`config.mk`:
```
export PLATFORM = sky130hd
export DESIGN_NAME = fifo_drain_ctrl
export DESIGN_NICKNAME = d
export VERILOG_FILES = /design/src/rtl/fifo_pkg.sv /design/src/rtl/fifo_skid_buf.sv /design/src/rtl/fifo_drain_ctrl.sv
export SDC_FILE = /design/constraint.sdc
export NUM_CORES = 1
export LEC_CHECK = 0
export CAP_MARGIN = 40
export CELL_PAD_IN_SITES_DETAIL_PLACEMENT = 0
export CELL_PAD_IN_SITES_GLOBAL_PLACEMENT = 1
export CORE_ASPECT_RATIO = 1.4
export CORE_MARGIN = 2
export CORE_UTILIZATION = 34
export DETAILED_ROUTE_END_ITERATION = 10
export PLACE_DENSITY_LB_ADDON = 0.12
export SYNTH_ARGS = -nofsm -noshare
export SYNTH_HDL_FRONTEND = slang
export SYNTH_SLANG_ARGS = --single-unit
```
`constraint.sdc`:
```
create_clock -name clk -period 6.8 [get_ports clk]
set_clock_uncertainty 0.05 [all_clocks]
set_input_delay 2.04 -clock clk [delete_from_list [all_inputs] [get_ports clk]]
set_output_delay 2.04 -clock clk [all_outputs]
set_load 0.02 [all_outputs]
```
`src/rtl/fifo_pkg.sv`:
```
`default_nettype none
// ============================================================================
// fifo_pkg
//   Shared types, constants and the data-field rule for the FIFO read side.
//   Revision: 1.0
// ============================================================================
package fifo_pkg;

    localparam int         DATA_W    = 32;
    localparam int         PTR_W     = 5;
    localparam logic [7:0] LO_THRESH = 8'd150;
    localparam logic [7:0] HI_LIMIT  = 8'd230;

    typedef logic [DATA_W-1:0] fifo_word_t;
    typedef logic [PTR_W-1:0]  fifo_ptr_t;

    // A word is legal unless byte0 arms the rule and byte3 exceeds the limit.
    function automatic logic field_rule_ok(input fifo_word_t word,
                                           input logic [7:0] lo = LO_THRESH,
                                           input logic [7:0] hi = HI_LIMIT);
        return !((word[7:0] > lo) && (word[31:24] > hi));
    endfunction

endpackage
`default_nettype wire

```
`src/rtl/fifo_skid_buf.sv`:
```
`default_nettype none
// ============================================================================
// fifo_skid_buf
//   Small circular buffer with write/read strobes, occupancy and head data.
//   Revision: 1.0
// ============================================================================
module fifo_skid_buf #(
    parameter int  DEPTH = 2,
    parameter int  WIDTH = 32,
    localparam int AW    = (DEPTH > 1) ? $clog2(DEPTH) : 1,
    localparam int OW    = $clog2(DEPTH + 1)
) (
    input  logic             clk,
    input  logic             reset,
    input  logic             wr_en,
    input  logic [WIDTH-1:0] wr_data,
    input  logic             rd_en,
    output logic [OW-1:0]    occ,
    output logic [WIDTH-1:0] head_data
);

    logic [WIDTH-1:0] mem_q [DEPTH];
    logic [WIDTH-1:0] mem_d [DEPTH];
    logic [AW-1:0]    wr_ptr_q, wr_ptr_d;
    logic [AW-1:0]    rd_ptr_q, rd_ptr_d;
    logic [OW-1:0]    occ_q, occ_d;

    // Explicit wrap so non-power-of-two depths stay modulo DEPTH.
    function automatic logic [AW-1:0] ptr_inc(input logic [AW-1:0] p);
        return (p == AW'(DEPTH - 1)) ? '0 : p + 1'b1;
    endfunction

    always_comb begin
        mem_d    = mem_q;
        wr_ptr_d = wr_ptr_q;
        rd_ptr_d = rd_ptr_q;
        occ_d    = occ_q;
        if (wr_en) begin
            mem_d[wr_ptr_q] = wr_data;
            wr_ptr_d        = ptr_inc(wr_ptr_q);
        end
        if (rd_en) begin
            rd_ptr_d = ptr_inc(rd_ptr_q);
        end
        case ({wr_en, rd_en})
            2'b10:   occ_d = occ_q + 1'b1;
            2'b01:   occ_d = occ_q - 1'b1;
            default: occ_d = occ_q;
        endcase
    end

    always_ff @(posedge clk) begin
        if (reset) begin
            mem_q    <= '{default: '0};
            wr_ptr_q <= '0;
            rd_ptr_q <= '0;
            occ_q    <= '0;
        end else begin
            mem_q    <= mem_d;
            wr_ptr_q <= wr_ptr_d;
            rd_ptr_q <= rd_ptr_d;
            occ_q    <= occ_d;
        end
    end

    assign occ       = occ_q;
    assign head_data = mem_q[rd_ptr_q];

endmodule
`default_nettype wire

```
`src/rtl/fifo_drain_ctrl.sv`:
```
`default_nettype none
// ============================================================================
// fifo_drain_ctrl
//   Pops the sync FIFO, absorbs its read latency in a skid buffer, streams the
//   words out on valid/ready and flags byte0/byte3 field-rule violations.
//   Optional pop/violation counters: define FIFO_DRAIN_STATS_EN.
//   Revision: 1.0
// ============================================================================
module fifo_drain_ctrl #(
    parameter int         DATA_W    = fifo_pkg::DATA_W,
    parameter int         BUF_DEPTH = 2,
    parameter logic [7:0] LO_THRESH = fifo_pkg::LO_THRESH,
    parameter logic [7:0] HI_LIMIT  = fifo_pkg::HI_LIMIT
) (
    input  logic              clk,
    input  logic              reset,
    input  logic              empty,
    input  logic [DATA_W-1:0] fifo_rdata,
    output logic              rd_enable,
    output logic              m_valid,
    input  logic              m_ready,
    output logic [DATA_W-1:0] m_data,
    output logic              rule_err,
    output logic [15:0]       pop_count,
    output logic [7:0]        err_count
);
    import fifo_pkg::*;

    localparam int OW = $clog2(BUF_DEPTH + 1);

    logic              inflight_q, inflight_d;
    logic              rule_err_q, rule_err_d;
    logic [OW-1:0]     occ;
    logic [DATA_W-1:0] head;
    logic              pop;
    logic              viol;
    logic              issue;

    fifo_skid_buf #(
        .DEPTH (BUF_DEPTH),
        .WIDTH (DATA_W)
    ) u_skid (
        .clk       (clk),
        .reset     (reset),
        .wr_en     (inflight_q),
        .wr_data   (fifo_rdata),
        .rd_en     (pop),
        .occ       (occ),
        .head_data (head)
    );

    // Only pop when the word returning next cycle is guaranteed a slot.
    always_comb begin
        pop        = m_valid && m_ready;
        issue      = !reset && !empty &&
                     ((int'(occ) + int'(inflight_q) - int'(pop)) < BUF_DEPTH);
        inflight_d = issue;
        viol       = inflight_q && !field_rule_ok(fifo_word_t'(fifo_rdata), LO_THRESH, HI_LIMIT);
        rule_err_d = rule_err_q || viol;
    end

    always_ff @(posedge clk) begin
        if (reset) begin
            inflight_q <= 1'b0;
            rule_err_q <= 1'b0;
        end else begin
            inflight_q <= inflight_d;
            rule_err_q <= rule_err_d;
        end
    end

    assign rd_enable = issue;
    assign m_valid   = !reset && (occ != '0);
    assign m_data    = reset ? '0 : head;
    assign rule_err  = !reset && rule_err_q;

`ifdef FIFO_DRAIN_STATS_EN
    logic [15:0] pop_count_q, pop_count_d;
    logic [7:0]  err_count_q, err_count_d;

    always_comb begin
        pop_count_d = pop_count_q;
        err_count_d = err_count_q;
        if (issue && (pop_count_q != 16'hFFFF)) begin
            pop_count_d = pop_count_q + 16'd1;
        end
        if (viol && (err_count_q != 8'hFF)) begin
            err_count_d = err_count_q + 8'd1;
        end
    end

    always_ff @(posedge clk) begin
        if (reset) begin
            pop_count_q <= '0;
            err_count_q <= '0;
        end else begin
            pop_count_q <= pop_count_d;
            err_count_q <= err_count_d;
        end
    end

    assign pop_count = reset ? '0 : pop_count_q;
    assign err_count = reset ? '0 : err_count_q;
`else
    assign pop_count = '0;
    assign err_count = '0;
`endif

endmodule
`default_nettype wire

```
==> metrics.md <==
| Metric | Value |
|---|---|
| Hold Path Stages | 2 |
| CTS HTree Levels | 3 |
| Switching share of total power | 0.242 |
| Post-synth EDFFs | 0 |
| PortBufs | 70 |
| RSZ-0062 raised after global routing | false |
| Synth warnings | 0 |
| Total global-route track usage | 0.156 |
| Hold Crit Class | flip-flop to flip-flop |
| Ports | 95 |
| Logic pwr share | 0.120 |
| Core area | between 0.009 and 0.01 sq mm |
| Detail Route Antenna Nets | 0 |
| Cts bufs inserted | 9 |
| Clk sinks | 70 |
| Final slew viol count | 0 |
| Critical path startpoint category | input pin |
| Critical path arrival | 4520 ps |
| Clock network power share | 0.442 |
| Relative slew slack | 0.549 |
| Area grow syn2layout | 29.5% |
| Root buffer cell | clkbuf_16 |
| Drt wl/cell | approximately 13 um |
| DR DRC count | 0 |
| Worst VDD drop | 0.000113 V |
| Vias in the first global route | 2614 |
| Crit path max fanout | 2 |
| Status | complete, no violations |
| Top FF cell, synth | dfxtp_1 |
| Max-cap violation count | 0 |
| First-pass GRT wire length | 12.6 mm |
| Yosys top cell area share | 0.430 |
| Post-CTS Resized | 0 |
| DRT Pass-1 Iters | 4 |
| Gate Count Post-Synth | approximately 430 |
| Worst-path clk slew | 50 ps |
| Fin. Hold Viols | 0 |
| Largest net degree at the start of global routing | 68 |
| Sequential Area | around 0.0014 sq mm |
| Post-DP HPWL | 5.05 mm |
| Worst Path Buf+Inv | 2 |
| Crit-path slowest cell | clkdlybuf4s50_1 |
| Critical path type | input pin to output port |
| Vias | around 2800 |
| Yosys reg bits | 70 |
| Antenna violations before repair | 0 |
| Worst-Skew Late Latency | between 300 and 400 ps |
| Critical path depth in cells | 9 |
| Row count | 42 |
| Top-count cell post-synth | nand2_1 |
| Layout cell share with drive strength beyond 1 | 0.0534 |
| Yosys top cell by area | dfxtp_1 |
| Fin util | 0.449 |
| Post-layout min period | around 6600 ps |
| Filler instances | 977 |
| GPL Wtd Cong | around 0.73 |
| Netlist cell types | 30 |
| Grt total ovfl | 0 |
| Worst r2r path cells | 7 |
| DIE WIDTH | slightly below 90 um |
| CP required | around 4700 ps |
| Die area | 0.0104 sq mm |
| Setup Fix Bufs, Post-CTS | 0 |
| Top post-synthesis cells by count | nand2_1 (133), dfxtp_1 (70), a21oi_1 (66) |
| Total wire length after detailed routing | roughly 7.9 mm |
| Syn avg cell area | 7.68 sq um |
| FMAX | ~0.15 GHz |
| Largest delay share family, worst path | buffers and inverters |
| Max clock buf depth | 2 |
| Initial Util | 0.347 |
| Cell Int Power | 0.753 mW |
| Synthesized area | between 0.003 and 0.004 sq mm |
| Sequential share of power | 0.438 |
| Antenna cells | 0 |
| Pwr/cell area | ~240 mW/mm^2 |
| Asr flop ratio synth | 0 |
| Final period utilization | 0.973 |
| Chip Height | 120 um |
| CTS Hold Buffers Added | 0 |
| Layout net count | ~520 |
| Setup Viol. Count Final | 0 |
| Worst-Margin Slew | between 600 and 700 ps |
| Delay of the slowest critical-path stage | 640 ps |
| Vias per inst | approximately 4.8 |
| Sequential element share of the synthesized area | 0.430 |
| Main area contributors after synthesis | dfxtp_1 (43%), nand2_1 (15%), a21oi_1 (10%) |
| CTS tree | done |
| CP Cell Sequence | clkdlybuf4s50_1, nor4bb_2, a21o_1, nand2_1, fa_1, xnor2_1, nand2_1, a211oi_1, clkdlybuf4s50_1 |
| Fin Setup TNS | 0 ps |
| CP Capture Type | output port |
| Initial DRC Count | between 100 and 150 |
| Net Sw Power | roughly 0.24 mW |
| Area of the multi-input gates | between 0.0015 and 0.002 sq mm |
| Leak | 1.47 nW |
==> routing by layer <==
layer	global-route usage	up-vias	wire [um]
li1	-	1442	-
met1	0.193	1311	3500
met2	0.260	79	3920
met3	0.0220	10	303
met4	0.0791	0	149
met5	0	-	0
==> stage by stage <==
| stage | power [mW] | worst slack [ps] | cells | hold slack [ps] | cell area [sq um] |
|---|---|---|---|---|---|
| 4_1_cts | 1.01 | 161 | 597 | 403 | 4220 |
| 3_5_place_dp | 0.565 | 199 | 581 | 396 | 3940 |
| 2_1_floorplan | 0.523 | 786 | 448 | 386 | 3350 |
| 6_report | 0.994 | 187 | 597 | 401 | 4220 |
| 5_1_grt | 1.03 | 18.9 | 597 | 415 | 4220 |
| 3_3_place_gp | 0.564 | 186 | 580 | 391 | 3920 |
==> power groups by stage <==
stage / clock network [mW] / registers [mW] / logic, mW
after floorplan: 0 / 0.440 / 0.0834
after global placement: 0 / 0.446 / 0.119
after detailed placement: 0 / 0.444 / 0.121
after CTS: 0.452 / 0.435 / 0.121
after global routing: 0.466 / 0.437 / 0.131
final: 0.439 / 0.435 / 0.120
==> path summary, 6_finish.rpt <==
path	endpoint	slack, ps	startpoint
setup / recovery	rd_enable	190	m_ready
hold / removal	u_skid.mem_q[45]	400	u_skid.mem_q[45]
setup reg to reg	inflight_q	4850	u_skid.occ[1]
hold reg to reg	u_skid.mem_q[45]	400	u_skid.mem_q[45]
==> flip-flops by register name (all words and copies together) (netlist names) <==
| register | cells |
|---|---|
| u_skid.wr_ptr_q | 1 |
| inflight_q | 1 |
| rule_err_q | 1 |
| u_skid.mem_q | 64 |
| u_skid.rd_ptr_q | 1 |
| u_skid.occ | 2 |
==> worst register-to-register path, stage by stage, from the launching register on <==
cell	delay [ps]
dfxtp_1	500
nor4bb_2	320
a21o_1	140
nand2_1	70
fa_1	390
xnor2_1	140
nand2_1	90
a211oi_1	190
==> cell usage in the layout (no fill, tap or decap) <==
cell / n
nand2_1: 133
dfxtp_1: 69
clkdlybuf4s50_1: 69
a21oi_1: 66
nor2_1: 36
mux2i_1: 32
conb_1: 24
clkbuf_16: 9
buf_4: 9
clkbuf_1: 4
nand2b_1: 3
a211oi_1: 3
nor2b_1: 3
clkbuf_8: 3
inv_1: 2
a21o_1: 2
xor2_1: 2
nand4_1: 2
ha_1: 2
o21ba_2: 1
nor4bb_2: 1
xnor2_1: 1
a31o_1: 1
and2_1: 1
nor2b_2: 1
a311oi_1: 1
nor4b_1: 1
nand3_1: 1
o21ai_0: 1
nor3_1: 1
fa_1: 1
buf_12: 1
dfxtp_2: 1
==> layout make-up <==
class                      instances  share of cell area
clock buffer                      16              0.0666
inverter                           2             0.00178
multi-input combinational        320               0.383
sequential                        70               0.332
tap                              110              0.0326
timing repair buffer              79               0.184
==> logic make-up after synthesis <==
| family | synth area share |
|---|---|
| xor gates and xnor gates | 0.00806 |
| buffers and inverters | 0.102 |
| other | 0.00115 |
| muxes | 0.0982 |
| AOI/OAI and AO/OA | 0.123 |
| and+or+nand+nor | 0.224 |
| adders and majority gates | 0.0138 |
| DFF | 0.430 |
Power figures use the tool's default switching activity.
